## src/rtl/gpio_cmd_master.sv

```systemverilog
`default_nettype none
// ============================================================================
// Module   : gpio_cmd_master
// Purpose  : Sequences one command onto a GPIO register-file interface.
//            Sequence: SETUP, strobe high for N_HOLD cycles (skipped for a
//            NOP), RELEASE, wait N_WAIT cycles, then capture the response.
// Ports    : clk          - rising-edge clock
//            i_reset      - asynchronous active-low reset
//            i_req        - command request (taken when o_req_ready=1)
//            i_opcode     - 8-bit opcode
//            i_data       - 23-bit payload
//            i_gpio_resp  - response word from the register file
//            o_gpio_cmd   - {opcode, strobe, payload} command word
//            o_req_ready  - a request can be accepted on this edge
//            o_busy       - transaction in progress
//            o_done       - one-cycle completion pulse
//            o_resp_data  - captured response word
// Options  : GPIO_CMD_QUEUE_EN - adds a 4-entry command FIFO before the FSM
// Revision : 1.0 - initial release
// ============================================================================
module gpio_cmd_master #(
    parameter int NBT_GPIOS = 32,
    parameter int N_HOLD    = 4,
    parameter int N_WAIT    = 8
) (
    input  logic                 clk,
    input  logic                 i_reset,
    input  logic                 i_req,
    input  logic [7:0]           i_opcode,
    input  logic [22:0]          i_data,
    input  logic [NBT_GPIOS-1:0] i_gpio_resp,
    output logic [NBT_GPIOS-1:0] o_gpio_cmd,
    output logic                 o_req_ready,
    output logic                 o_busy,
    output logic                 o_done,
    output logic [NBT_GPIOS-1:0] o_resp_data
);

    typedef enum logic [2:0] {
        ST_IDLE    = 3'd0,
        ST_SETUP   = 3'd1,
        ST_STROBE  = 3'd2,
        ST_RELEASE = 3'd3,
        ST_WAIT    = 3'd4,
        ST_CAPTURE = 3'd5
    } state_t;

    // Counters load length-1 on entry and leave the state when they hit zero.
    localparam logic [7:0] C_HOLD_LOAD = 8'(N_HOLD - 1);
    localparam logic [7:0] C_WAIT_LOAD = 8'(N_WAIT - 1);
    localparam logic [7:0] C_OP_NOP    = 8'h00;

    state_t                 state_q, state_d;
    logic [7:0]             cnt_q, cnt_d;
    logic [7:0]             op_q, op_d;
    logic [22:0]            data_q, data_d;
    logic [NBT_GPIOS-1:0]   cmd_q, cmd_d;
    logic [NBT_GPIOS-1:0]   resp_q, resp_d;
    logic                   busy_q, busy_d;
    logic                   ready_q, ready_d;
    logic                   done_q, done_d;

    logic                   w_accept;
    logic                   w_start;
    logic [7:0]             w_start_op;
    logic [22:0]            w_start_data;

    assign w_accept = i_req & ready_q;

`ifdef GPIO_CMD_QUEUE_EN
    localparam logic [2:0] C_QDEPTH = 3'd4;

    logic [30:0] fifo_q [4];
    logic [30:0] fifo_d [4];
    logic [1:0]  wr_ptr_q, wr_ptr_d;
    logic [1:0]  rd_ptr_q, rd_ptr_d;
    logic [2:0]  count_q, count_d;
    logic        w_pop;
    logic        w_fifo_wr;

    // In IDLE the FIFO head has priority; an accepted request only bypasses
    // the FIFO when it is empty, which keeps commands in arrival order.
    always_comb begin
        w_pop        = 1'b0;
        w_fifo_wr    = w_accept;
        w_start      = 1'b0;
        w_start_op   = i_opcode;
        w_start_data = i_data;
        if (state_q == ST_IDLE) begin
            if (count_q != 3'd0) begin
                w_pop                      = 1'b1;
                w_start                    = 1'b1;
                {w_start_op, w_start_data} = fifo_q[rd_ptr_q];
            end else if (w_accept) begin
                w_start   = 1'b1;
                w_fifo_wr = 1'b0;
            end
        end
        fifo_d   = fifo_q;
        wr_ptr_d = wr_ptr_q;
        rd_ptr_d = rd_ptr_q;
        if (w_fifo_wr) begin
            fifo_d[wr_ptr_q] = {i_opcode, i_data};
            wr_ptr_d         = wr_ptr_q + 2'd1;
        end
        if (w_pop) begin
            rd_ptr_d = rd_ptr_q + 2'd1;
        end
        count_d = count_q + {2'b00, w_fifo_wr} - {2'b00, w_pop};
    end
`else
    always_comb begin
        w_start      = (state_q == ST_IDLE) && w_accept;
        w_start_op   = i_opcode;
        w_start_data = i_data;
    end
`endif

    // Next-state and counter logic.
    always_comb begin
        state_d = state_q;
        cnt_d   = cnt_q;
        op_d    = op_q;
        data_d  = data_q;
        case (state_q)
            ST_IDLE: begin
                if (w_start) begin
                    state_d = ST_SETUP;
                    cnt_d   = 8'd0;
                    op_d    = w_start_op;
                    data_d  = w_start_data;
                end
            end
            ST_SETUP: begin
                if (op_q == C_OP_NOP) begin
                    state_d = ST_RELEASE;
                    cnt_d   = 8'd0;
                end else begin
                    state_d = ST_STROBE;
                    cnt_d   = C_HOLD_LOAD;
                end
            end
            ST_STROBE: begin
                if (cnt_q == 8'd0) begin
                    state_d = ST_RELEASE;
                    cnt_d   = 8'd0;
                end else begin
                    cnt_d = cnt_q - 8'd1;
                end
            end
            ST_RELEASE: begin
                state_d = ST_WAIT;
                cnt_d   = C_WAIT_LOAD;
            end
            ST_WAIT: begin
                if (cnt_q == 8'd0) begin
                    state_d = ST_CAPTURE;
                    cnt_d   = 8'd0;
                end else begin
                    cnt_d = cnt_q - 8'd1;
                end
            end
            ST_CAPTURE: begin
                state_d = ST_IDLE;
                cnt_d   = 8'd0;
            end
            default: begin
                state_d = ST_IDLE;
                cnt_d   = 8'd0;
            end
        endcase
    end

    // Registered outputs: command/done/response follow the current state one
    // cycle later, while busy/ready track the next state so that ready is
    // already low on the edge after an acceptance.
    always_comb begin
        cmd_d  = NBT_GPIOS'({op_q, (state_q == ST_STROBE), data_q});
        done_d = (state_q == ST_CAPTURE);
        resp_d = (state_q == ST_CAPTURE) ? i_gpio_resp : resp_q;
        busy_d = (state_d != ST_IDLE);
`ifdef GPIO_CMD_QUEUE_EN
        ready_d = (count_d != C_QDEPTH);
`else
        ready_d = (state_d == ST_IDLE);
`endif
    end

    always_ff @(posedge clk or negedge i_reset) begin
        if (!i_reset) begin
            state_q  <= ST_IDLE;
            cnt_q    <= 8'd0;
            op_q     <= 8'd0;
            data_q   <= 23'd0;
            cmd_q    <= '0;
            resp_q   <= '0;
            busy_q   <= 1'b0;
            ready_q  <= 1'b0;
            done_q   <= 1'b0;
`ifdef GPIO_CMD_QUEUE_EN
            for (int i = 0; i < 4; i++) begin
                fifo_q[i] <= 31'd0;
            end
            wr_ptr_q <= 2'd0;
            rd_ptr_q <= 2'd0;
            count_q  <= 3'd0;
`endif
        end else begin
            state_q  <= state_d;
            cnt_q    <= cnt_d;
            op_q     <= op_d;
            data_q   <= data_d;
            cmd_q    <= cmd_d;
            resp_q   <= resp_d;
            busy_q   <= busy_d;
            ready_q  <= ready_d;
            done_q   <= done_d;
`ifdef GPIO_CMD_QUEUE_EN
            fifo_q   <= fifo_d;
            wr_ptr_q <= wr_ptr_d;
            rd_ptr_q <= rd_ptr_d;
            count_q  <= count_d;
`endif
        end
    end

    assign o_gpio_cmd  = cmd_q;
    assign o_resp_data = resp_q;
    assign o_busy      = busy_q;
    assign o_req_ready = ready_q;
    assign o_done      = done_q;

endmodule
`default_nettype wire

```

## config.mk

```make
export PLATFORM = sky130hd
export DESIGN_NAME = gpio_cmd_master
export DESIGN_NICKNAME = d
export VERILOG_FILES = /design/src/rtl/gpio_cmd_master.sv
export SDC_FILE = /design/constraint.sdc
export NUM_CORES = 1
export LEC_CHECK = 0
export BUFFER_PORTS_ARGS = -buffer_cell sky130_fd_sc_hd__buf_2
export CAP_MARGIN = 5
export CORE_MARGIN = 2
export CORE_UTILIZATION = 50
export CTS_CLUSTER_SIZE = 24
export DETAILED_ROUTE_END_ITERATION = 7
export PLACE_DENSITY = 0.79
export SLEW_MARGIN = 20
export SYNTH_ARGS = -nofsm -noshare
export SYNTH_HDL_FRONTEND = slang
export SYNTH_SLANG_ARGS = --single-unit
```

## constraint.sdc

```tcl
create_clock -name clk -period 1.9 [get_ports clk]
set_input_delay 0.19 -clock clk [delete_from_list [all_inputs] [get_ports clk]]
set_output_delay 0.19 -clock clk [all_outputs]
set_load 0.03 [all_outputs]
```

* Word level (Yosys, flattened, before mapping)
Cells that the tools add are included.
** Storage, ports and cells
- Memories kept :: 0
- Bits in writable memories :: 0
- Register bits :: 109
- Input port bits :: 66
- Memory bits (read-only) :: 0
- Latch bits :: 0
- Output and inout bits :: 67
- Word-level logic and storage cells :: 34
** Cells by class
- Multipliers :: 0
- Reductions and logical operators :: 8
- $lt $le $gt $ge :: 0
- Equality and inequality tests :: 6
- Muxes and demuxes :: 9
- Bitwise logic cells :: 1
- Add/subtract/negate cells :: 1
- Divide/modulo/power cells :: 0
- Shifts and indexed selects :: 0
** Operators with widths (count)
- 8-bit case mux with 4 select lines :: 1
- 8-bit zero test :: 2
- 8-bit 2-to-1 mux :: 2
- 3-bit case mux with 5 select lines :: 1
- 3-bit 2-to-1 mux :: 3
- 8-bit by 1-bit subtractor with 8-bit output (second input constant) :: 1
- 3-bit by 2-bit == test with 1-bit output (second input constant) :: 2
- 3-bit == test (second input constant) :: 2
- 3-bit zero test :: 2
- 3-bit by 1-bit == test with 1-bit output (second input constant) :: 1
- 3-bit nonzero test :: 1
- 2-bit 2-to-1 mux :: 1
- 2-bit != test (second input constant) :: 1
- 2-bit AND reduction :: 1
- 2-bit OR reduction :: 1
- 1-bit AND :: 1
- 1-bit logical AND :: 1
- 1-bit 2-to-1 mux :: 1

* Depth between registers and ports, before layout
Gate-level depths: netlist (run 1).
- Depth in word-level cells :: 5
- Mapped depth :: 6
- Mapped depth without buffers :: 6

* Worst setup path before layout (run 1)
No wires, ideal clock.
- Path kind :: register -> register
- Start :: reg ready_q, in the netlist o_req_ready
- End :: reg data_q[10]
- Stages on the path, launching flop included :: 5
- Data required time :: 1775 ps
- Buffers on the path :: 1
- Slack :: 243 ps
- Arrival :: 1532 ps
- Path through :: dfrtp_1 > nand2_1 > nor4_4 > buf_6 > mux2_2
** Between the ends
- Cells in the longest elaborated chain, start to end :: 3
** Ends and longest elaborated chain
- from (decl) :: line 60 : logic ready_q, ready_d;
- from (signal assigned) :: line 216 : ready_q <= ready_d;
- 1-bit AND :: line 68 : assign w_accept = i_req & ready_q;
- 1-bit logical AND :: line 113 : w_start = (state_q == ST_IDLE) && w_accept;
- 2-bit AND reduction (no source line)
- to (signal assigned) :: line 212 : data_q <= data_d;
- to (decl) :: line 56 : logic [22:0] data_q, data_d;
Every way passes these cells.
A chain may end at the register's enable or synchronous reset.

* Worst setup path after layout (run 1)
- Start :: reg cnt_q[0]
- End :: reg cnt_q[6]
** Between the ends
- Cells in the longest elaborated chain, start to end :: 3
** Ends and longest elaborated chain
- from (decl) :: line 54 : logic [7:0] cnt_q, cnt_d;
- from (signal assigned) :: line 210 : cnt_q <= cnt_d;
- 8-bit by 1-bit subtractor with 8-bit output or 8-bit zero test (tied branches)
- 8-bit 2-to-1 mux (*) :: line 144, 156
- 8-bit case mux with 4 select lines (*) :: line 125 : case (state_q)
Every way passes the cells marked *; elsewhere a longest branch is shown, timed or not.

==> flow_metrics.env, run 1 <==
export IMPL_detailroute_via_count=2783
export IMPL_max_clock_freq_mhz=576
export IMPL_detail_route_iter0_violations=130
export IMPL_cp_slowest_stage_delay_ns=0.42
export IMPL_via_per_inst=4.91
export IMPL_r2r_setup_slack_ns=0.16
export IMPL_cts_tree="done"
export IMPL_post_dp_hpwl_mm=5.70
export IMPL_count_of_flip_flops_with_a_built_in_enable_after_synthesis=0
export IMPL_ctsRootBufferMaster="clkbuf_8"
export IMPL_postSynthNetCount=383
export IMPL_coreArea_mm2=0.00773
export IMPL_cts_sinks=109
export IMPL_rows=32
export IMPL_maxCapViolCount=0
export IMPL_sum_of_negative_setup_slack_ns=0
export IMPL_clk_path_buf_depth=2
export IMPL_worst_ep_arrival_time_ns=2.01
export IMPL_critPathRequiredTime_ns=2.17
export IMPL_fin_nets=528
export IMPL_syn_avg_cell_area_um2=12.6
export IMPL_route_antenna_remaining_nets=0
export IMPL_timing_critical_path_cells="inv_1, ha_1, nor4b_2, buf_4, a211oi_4, a41oi_1, a31oi_1"
export IMPL_number_of_buffers_added_by_the_clock_tree_synthesis_step=9
export IMPL_drt_pass1_iter_count=4
export IMPL_worst_skew_pair_late_latency_ns=0.36
export IMPL_report_final_setup_viol=0
export IMPL_remaining_drcs=0
export IMPL_netlist_area_leader_share_pct=68.7
export IMPL_setup_worst_path_start_class="flop"
export IMPL_syn_to_final_growth_pct=26.1
export IMPL_fp_dieArea_mm2=0.00867
export IMPL_synth_seq_area_share_pct=68.7
export IMPL_grt_pass1_vias=2819
export IMPL_maxSlewViolCount=0
export IMPL_routed_len_inst_um=13.7
export IMPL_timing_worst_setup_path_type="reg2reg"
export IMPL_timing_worst_slew_pin_value_ns=0.528
export IMPL_netlist_instances=315
export IMPL_synth_cell_types=38
export IMPL_grt_use_total_pct=19.3
export IMPL_postSynthRegisterBits=109
export IMPL_power_density_mw_per_mm2=1920
export IMPL_initial_core_util_pct=51.4
export IMPL_grt_max_degree=52
export IMPL_critical_path_endpoint_type="flop"
export IMPL_finalHoldViolCount=0
export IMPL_die_w_um=93.1
export IMPL_power_ir_vdd_worst_v=0.000896
export IMPL_power_static_leakage_uw=0.00254
export IMPL_port_buffers=132
export IMPL_hold_slack_ns=0.0239
export IMPL_h_tree_level_count=3
export IMPL_synth_warnings=0
export IMPL_worst_slack_ns=0.165
export IMPL_clkSlewWorstSetupHoldPaths_ns=0.10
export IMPL_post_place_ws_ns=0.201
export IMPL_drt_total_wl_mm=7.78
export IMPL_hold_path_class="in2reg"
export IMPL_timing_max_slew_rel_slack_pct=64.6
export IMPL_final_min_clock_period_ns=1.74
export IMPL_grt_first_pass_wirelength_mm=13.1
export IMPL_reg2reg_to="cnt_q[6]"
export IMPL_period_share_pct=91.3
export IMPL_synth_largest_area_cell="dfrtp_1"
export IMPL_critical_path_slowest_cell="dfrtp_1"
export IMPL_synthArstFlopShare_pct=100
export IMPL_die_y_um=93.1
export IMPL_final_core_util_pct=64.8
export IMPL_clock_skew_final_ns=0.0111
export IMPL_antenna_cells=0
export IMPL_cts_setup_buffers=0
export IMPL_synth_cell_area_mm2=0.00397
export IMPL_synthFlopType="dfrtp_1"
export IMPL_grt_antenna_before_repair=0
export IMPL_synth_most_common_cell="dfrtp_1"
export IMPL_post_synth_most_frequent_cells="dfrtp_1 (109), nand2_1 (108), mux2_2 (31), nor2_1 (6), nand3_1 (5)"
export IMPL_place_detailed_instances=548
export IMPL_critical_path_peak_fanout=7
export IMPL_rsz0062_at_grt="false"
export IMPL_cp_startpoint="cnt_q[0]"
export IMPL_yosys_top_cells_area="dfrtp_1 (69%), nand2_1 (10%), mux2_2 (8.8%), buf_6 (1.1%), ha_1 (0.63%)"
export IMPL_last_weighted_congestion_value_of_the_routability_driven_placer=0.844
export IMPL_worst_r2r_cell_count=7
export IMPL_status="completed"
export IMPL_proportion_of_layout_cells_with_a_drive_suffix_above_1_pct=42.2
export IMPL_finalNonFillerCells=567
export IMPL_capture_point_of_the_worst_path="cnt_q[6]"
export IMPL_grt_remaining_overflow=0
export IMPL_reg2reg_from="cnt_q[0]"
export IMPL_io_pin_count=133
[flip-flops by register name, indices dropped and copies added (netlist names)]
name,cells
cnt_q,8
data_q,23
o_busy,1
o_done,1
o_gpio_cmd,32
o_req_ready,1
o_resp_data,32
op_q,8
state_q,3
[how the worst min path moves through the flow]
stage                     from              end  slack [ns]  depth (start not counted)
2_1_floorplan          i_reset         cnt_q[0]       -0.11                          0
3_3_place_gp           i_reset        data_q[4]        0.15                          1
3_5_place_dp           i_reset        data_q[8]        0.15                          1
4_1_cts         i_gpio_resp[9]   o_resp_data[9]      0.0002                          3
5_1_grt        i_gpio_resp[15]  o_resp_data[15]        0.01                          3
6_report        i_gpio_resp[9]   o_resp_data[9]        0.02                          3
[per-stage QoR]
stage	total power, uW	instance area [um^2]
3_3_place_gp	8190	4780
3_5_place_dp	8390	4780
5_1_grt	10300	5000
2_1_floorplan	7040	3970
4_1_cts	9730	5000
6_report	9620	5000
[where the power goes]
part / internal, uW / total (uW) / switching, uW
combinational: 1470 / 4260 / 2790
clock: 536 / 1310 / 770
sequential: 3470 / 4060 / 591
[cell usage in the layout, fill, tap and decap left out, types with 2 or more instances in the layout]
cell           instances
nand3_1                5
nand2_1              108
ha_1                   2
o21ai_0                3
mux2_2                31
buf_4                 10
nor3_1                 2
dfrtp_1              109
nor4_1                 2
a31oi_1                2
nor2b_1                2
clkinvlp_4             2
a41oi_1                2
dlygate4sd3_1          3
inv_6                  3
nor2_1                 6
buf_2                131
o211ai_1               2
nand3b_1               2
inv_1                  4
clkbuf_8              10
a21oi_1                3
buf_12                 2
[final cells by class]
class / count / area (um^2)
flip-flops and latches: 109 / 2730
fillers: 620 / 2720
multi-input cells: 190 / 1140
repair buffers: 146 / 801
clock buffers: 10 / 138
well taps: 102 / 128
clock inverters: 6 / 52.6
inverters: 4 / 15.0
[metal layers]
metal  global-route usage (%)  wire (um)
met4                     7.60         77
met3                     4.67        595
met1                     25.3       3290
met2                     31.4       3820
met5                        0          0
[critical path: cells and delay by family, from the launching register on]
| family | cells | cell delay (ns) |
|---|---|---|
| AOI/OAI and AO/OA | 3 | 0.63 |
| adders and majority gates | 1 | 0.20 |
| buffers and inverters | 2 | 0.25 |
| DFF | 1 | 0.42 |
| and+or+nand+nor | 1 | 0.15 |
[what timing repair did]
item                                    4_1_cts  5_1_grt
hold buffers                                  3        0
gates resized for setup                       0        1
endpoints found under the hold margin        32        0
endpoints found under the setup margin        0        1
[kinds of logic after synthesis]
logic type / count (synthesis) / share of synthesized area [%]
DFF: 109 / 68.7
xor gates and xnor gates: 3 / 0.851
and+or+nand+nor: 134 / 14.6
buffers and inverters: 16 / 2.49
AOI/OAI and AO/OA: 20 / 3.94
muxes: 31 / 8.80
adders and majority gates: 2 / 0.630
(Power assumes the default switching activity.)
==> inputs of run 2 (changes only) <==
SETUP_SLACK_MARGIN = 0.5   (was default)
SKIP_CTS_REPAIR_TIMING = 1   (was default)
SLEW_MARGIN = 25   (was 20)
==> flow_metrics.env, run 2 (same netlist as run 1, synthesis figures left out) <==
export IMPL_critPathRequiredTime_ns=2.14
export IMPL_drt_pass1_iter_count=5
export IMPL_cp_slowest_stage_delay_ns=0.42
export IMPL_period_share_pct=83.9
export IMPL_initial_core_util_pct=51.4
export IMPL_fp_dieArea_mm2=0.00867
export IMPL_rsz0062_at_grt="true"
export IMPL_via_per_inst=5.02
export IMPL_h_tree_level_count=3
export IMPL_cp_top_family="compound AO/OA/AOI/OAI gates"
export IMPL_grt_antenna_before_repair=0
export IMPL_grt_first_pass_wirelength_mm=12.8
export IMPL_timing_worst_slew_pin_value_ns=0.460
export IMPL_detail_route_iter0_violations=143
export IMPL_final_min_clock_period_ns=1.59
export IMPL_post_dp_hpwl_mm=5.66
export IMPL_critical_path_endpoint_type="flop"
export IMPL_power_frac_seq_pct=40.0
export IMPL_power_ir_vdd_worst_v=0.00127
export IMPL_antenna_cells=0
export IMPL_die_w_um=93.1
export IMPL_clock_skew_final_ns=0.0113
export IMPL_hold_slack_ns=0.0104
export IMPL_rows=32
export IMPL_leading_cell_type_in_the_layout_fill_and_taps_excluded="buf_2"
export IMPL_power_static_leakage_uw=0.00265
export IMPL_wp_buf_inv=1
export IMPL_grt_remaining_overflow=0
export IMPL_io_pin_count=133
export IMPL_grt_use_total_pct=18.9
export IMPL_clock_power_share_pct=13.7
export IMPL_finalHoldViolCount=0
export IMPL_timing_worst_setup_path_type="reg2reg"
export IMPL_setup_worst_path_start_class="flop"
export IMPL_gr_usage_met2_pct=29.8
export IMPL_pwr_share_comb_pct=46.3
export IMPL_p_switching_uw=4430
export IMPL_routing_layer_with_the_top_usage_in_global_route="met2"
export IMPL_hp_start="i_gpio_resp[17]"
export IMPL_grt_max_degree=54
export IMPL_max_clock_freq_mhz=628
export IMPL_worst_ep_arrival_time_ns=1.83
export IMPL_drt_total_wl_mm=8.61
export IMPL_sum_of_negative_setup_slack_ns=0
export IMPL_route_antenna_remaining_nets=0
export IMPL_syn_to_final_growth_pct=32.8
export IMPL_maxSlewViolCount=0
export IMPL_critical_path_peak_fanout=7
export IMPL_hold_path_class="in2reg"
export IMPL_ctsRootBufferMaster="clkbuf_8"
export IMPL_status="completed"
export IMPL_cp_startpoint="cnt_q[0]"
export IMPL_clk_path_buf_depth=2
export IMPL_report_final_setup_viol=0
export IMPL_die_y_um=93.1
export IMPL_fin_nets=539
export IMPL_power_density_mw_per_mm2=1960
export IMPL_port_buffers=132
export IMPL_routed_len_inst_um=14.9
export IMPL_maxCapViolCount=0
export IMPL_remaining_drcs=0
export IMPL_place_detailed_instances=544
export IMPL_critical_path_slowest_cell="dfrtp_1"
export IMPL_last_weighted_congestion_value_of_the_routability_driven_placer=0.826
export IMPL_number_of_buffers_added_by_the_clock_tree_synthesis_step=9
export IMPL_coreArea_mm2=0.00773
export IMPL_grt_pass1_vias=2801
export IMPL_worst_skew_pair_late_latency_ns=0.37
export IMPL_global_route_usage_met1_pct=24.4
export IMPL_timing_max_slew_rel_slack_pct=69.0
export IMPL_mostFrequentLayoutCells="buf_2 (131), nand2_1 (106), dfrtp_1 (104)"
export IMPL_finalNonFillerCells=578
export IMPL_reg2reg_from="cnt_q[0]"
export IMPL_detailroute_via_count=2901
export IMPL_timing_critical_path_cells="inv_2, ha_4, nor4b_4, a211oi_4, a41oi_2, a31oi_1"
export IMPL_clkSlewWorstSetupHoldPaths_ns=0.11
export IMPL_switching_share_pct=42.9
export IMPL_cts_sinks=109
export IMPL_use_met3_pct=5.32
export IMPL_proportion_of_layout_cells_with_a_drive_suffix_above_1_pct=47.3
export IMPL_cts_tree="done"
export IMPL_intPower_uw=5900
-- run 2: routing by layer --
metal  share of wire, %  up-vias
li1                   -     1352
met1                 41     1378
met2                 48      151
met3                9.3       20
met4                2.3        0
met5                  0        -
-- run 2: tightest hold or removal path, cell delays in order --
cell,delay [ns]
buf_2,0.08
nand2_1,0.04
nand2_1,0.05
-- run 2: layout make-up --
cell class                 instances  area [um^2]
sequential                       109         2730
clock inverter                     6         76.3
timing repair buffer             157          952
clock buffer                      10          128
tap                              102          128
fill                             530         2460
inverter                           4         15.0
multi-input combinational        190         1240
-- run 2: final timing paths --
path / endpoint / slack (ns) / cells past startpoint
setup / recovery: cnt_q[6] / 0.31 / 6
hold / removal: o_resp_data[17] / 0.01 / 3
setup reg to reg: cnt_q[6] / 0.31 / 6
hold reg to reg: o_gpio_cmd[12] / 0.38 / 0
max in group asynchronous: cnt_q[3] / 0.99 / 3
min in group asynchronous: o_resp_data[5] / 0.30 / 2
-- run 2: through the flow --
stage                     setup WS (ns)  total power [uW]  area, um^2  util, %
final                             0.307             10300        5270     68.2
after global routing              0.201             10900        5270     68.2
after CTS                         0.244              9810        4980     64.5
after detailed placement          0.258              8380        4780     61.9
after global placement            0.353              8190        4780     61.9
after floorplan                   0.246              7070        3980        -
-- run 2: power by group through the flow --
stage          combinational (uW)  sequential (uW)  clock (uW)
2_1_floorplan                1590             5480           0
3_3_place_gp                 4100             4090           0
3_5_place_dp                 4220             4160           0
4_1_cts                      4230             4120        1450
5_1_grt                      5120             4270        1540
6_report                     4780             4130        1410
==> inputs of run 3 (changes only) <==
clock period = 1.5 ns   (was 1.9 ns; I/O delays follow)
==> flow_metrics.env, run 3 (same netlist as run 1, synthesis figures left out) <==
export IMPL_critPathRequiredTime_ns=1.71
export IMPL_power_density_mw_per_mm2=2380
export IMPL_grt_first_pass_wirelength_mm=12.5
export IMPL_hold_path_class="in2reg"
export IMPL_io_pin_count=133
export IMPL_drt_total_wl_mm=16.2
export IMPL_fin_nets=620
export IMPL_filler_cell_count=234
export IMPL_power_ir_vdd_worst_v=0.00138
export IMPL_worst_skew_pair_late_latency_ns=0.38
export IMPL_cts_tree="done"
export IMPL_via_per_inst=5.68
export IMPL_status="complete, but fails checks"
export IMPL_report_final_setup_viol=61
export IMPL_initial_core_util_pct=51.4
export IMPL_grt_antenna_before_repair=1
export IMPL_die_y_um=93.1
export IMPL_port_buffers=132
export IMPL_timing_worst_setup_path_type="reg2reg"
export IMPL_r2r_setup_slack_ns=-0.23
export IMPL_worst_r2r_cell_count=4
export IMPL_h_tree_level_count=3
export IMPL_remaining_drcs=0
export IMPL_last_weighted_congestion_value_of_the_routability_driven_placer=0.836
export IMPL_ctsRootBufferMaster="clkbuf_8"
export IMPL_grt_use_total_pct=18.8
export IMPL_clk_path_buf_depth=2
export IMPL_hold_slack_ns=0.0153
export IMPL_timing_critical_path_cells="buf_4, or3_1, o311ai_0, nand3_1"
export IMPL_grt_pass1_vias=2720
export IMPL_cp_top_family="simple AND/OR/NAND/NOR gates"
export IMPL_routed_len_inst_um=24.5
export IMPL_maxSlewViolCount=0
export IMPL_critical_path_endpoint_type="flop"
export IMPL_syn_to_final_growth_pct=74.5
export IMPL_die_w_um=93.1
export IMPL_mostFrequentLayoutCells="dfrtp_1 (105), buf_6 (74), buf_2 (64)"
export IMPL_min_delay_path_depth=2
export IMPL_critical_path_slowest_cell="o311ai_0"
export IMPL_max_clock_freq_mhz=577
export IMPL_clock_skew_final_ns=0.0175
export IMPL_proportion_of_layout_cells_with_a_drive_suffix_above_1_pct=54.9
export IMPL_fp_dieArea_mm2=0.00867
export IMPL_reg2reg_to="cnt_q[5]"
export IMPL_final_min_clock_period_ns=1.73
export IMPL_p_total_uw=16500
export IMPL_leading_cell_type_in_the_layout_fill_and_taps_excluded="dfrtp_1"
export IMPL_detailroute_via_count=3741
export IMPL_worst_slack_ns=-0.234
export IMPL_coreArea_mm2=0.00773
export IMPL_timing_worst_slew_pin_value_ns=0.478
export IMPL_post_dp_hpwl_mm=5.66
export IMPL_cp_slowest_stage_delay_ns=0.45
export IMPL_wp_buf_inv=1
export IMPL_whs_endpoint="data_q[21]"
export IMPL_reg2reg_from="cnt_q[0]"
export IMPL_detail_route_iter0_violations=250
export IMPL_drt_pass1_iter_count=5
export IMPL_finalHoldViolCount=0
export IMPL_hp_start="i_data[21]"
export IMPL_failed_checks="setup timing"
export IMPL_grt_remaining_overflow=0
export IMPL_timing_max_slew_rel_slack_pct=67.7
export IMPL_worst_ep_arrival_time_ns=1.94
export IMPL_rsz0062_at_grt="true"
export IMPL_power_static_leakage_uw=0.00347
export IMPL_rows=32
export IMPL_period_share_pct=116
export IMPL_maxCapViolCount=0
export IMPL_number_of_buffers_added_by_the_clock_tree_synthesis_step=9
export IMPL_route_antenna_remaining_nets=0
export IMPL_cts_sinks=109
export IMPL_grt_max_degree=63
export IMPL_critical_path_peak_fanout=4
export IMPL_setup_worst_path_start_class="flop"
export IMPL_clkSlewWorstSetupHoldPaths_ns=0.11
run 3: cell count changes in the layout (fill, tap and decap cells not counted), sizes merged:
cell / change
buf: +22
clkinv: +1
diode: +1
dlygate4sd3: +58
inv: -1
run 3: layout make-up:
type | instances | area (um^2) | area share (%)
flip-flops and latches | 109 | 2730 | 39.5
repair buffers | 238 | 2240 | 32.3
multi-input cells | 190 | 1610 | 23.3
well taps | 102 | 128 | 1.84
clock buffers | 9 | 124 | 1.79
clock inverters | 6 | 68.8 | 0.994
inverters | 4 | 17.5 | 0.253
diodes | 1 | 2.50 | 0.0361
run 3: where the power goes:
| group | internal [uW] | switching [uW] |
|---|---|---|
| registers | 4420 | 1280 |
| clock network | 784 | 1090 |
| logic | 4190 | 4740 |
run 3: metal layers:
metal	global-route usage, %	wire length [um]	vias up
met4	6.62	776	0
met5	0	0	-
met1	24.2	5500	1874
met2	30.9	8680	285
li1	-	-	1516
met3	5.40	1210	66
run 3: how the worst max path moves through the flow:
| stage | startpoint | endpoint | slack (ns) | cells past startpoint |
|---|---|---|---|---|
| 2_1_floorplan | o_req_ready | data_q[10] | -0.15 | 4 |
| 3_3_place_gp | state_q[1] | cnt_q[6] | 0.03 | 5 |
| 3_5_place_dp | state_q[1] | cnt_q[6] | -0.03 | 5 |
| 4_1_cts | state_q[0] | op_q[7] | -0.04 | 3 |
| 5_1_grt | cnt_q[1] | cnt_q[5] | -0.25 | 6 |
| 6_report | cnt_q[0] | cnt_q[5] | -0.23 | 4 |
run 3: stage by stage:
step	cells	setup TNS (ns)	util [%]	instance area (um^2)	setup slack, ns
finish	659	-5.09	89.6	6920	-0.234
global route	659	-7.07	89.6	6920	-0.250
CTS	571	-0.489	65.7	5080	-0.0416
detailed placement	556	-0.167	63.2	4880	-0.0262
global placement	556	0	63.2	4880	0.0349
floorplan	315	-4.30	-	4040	-0.154
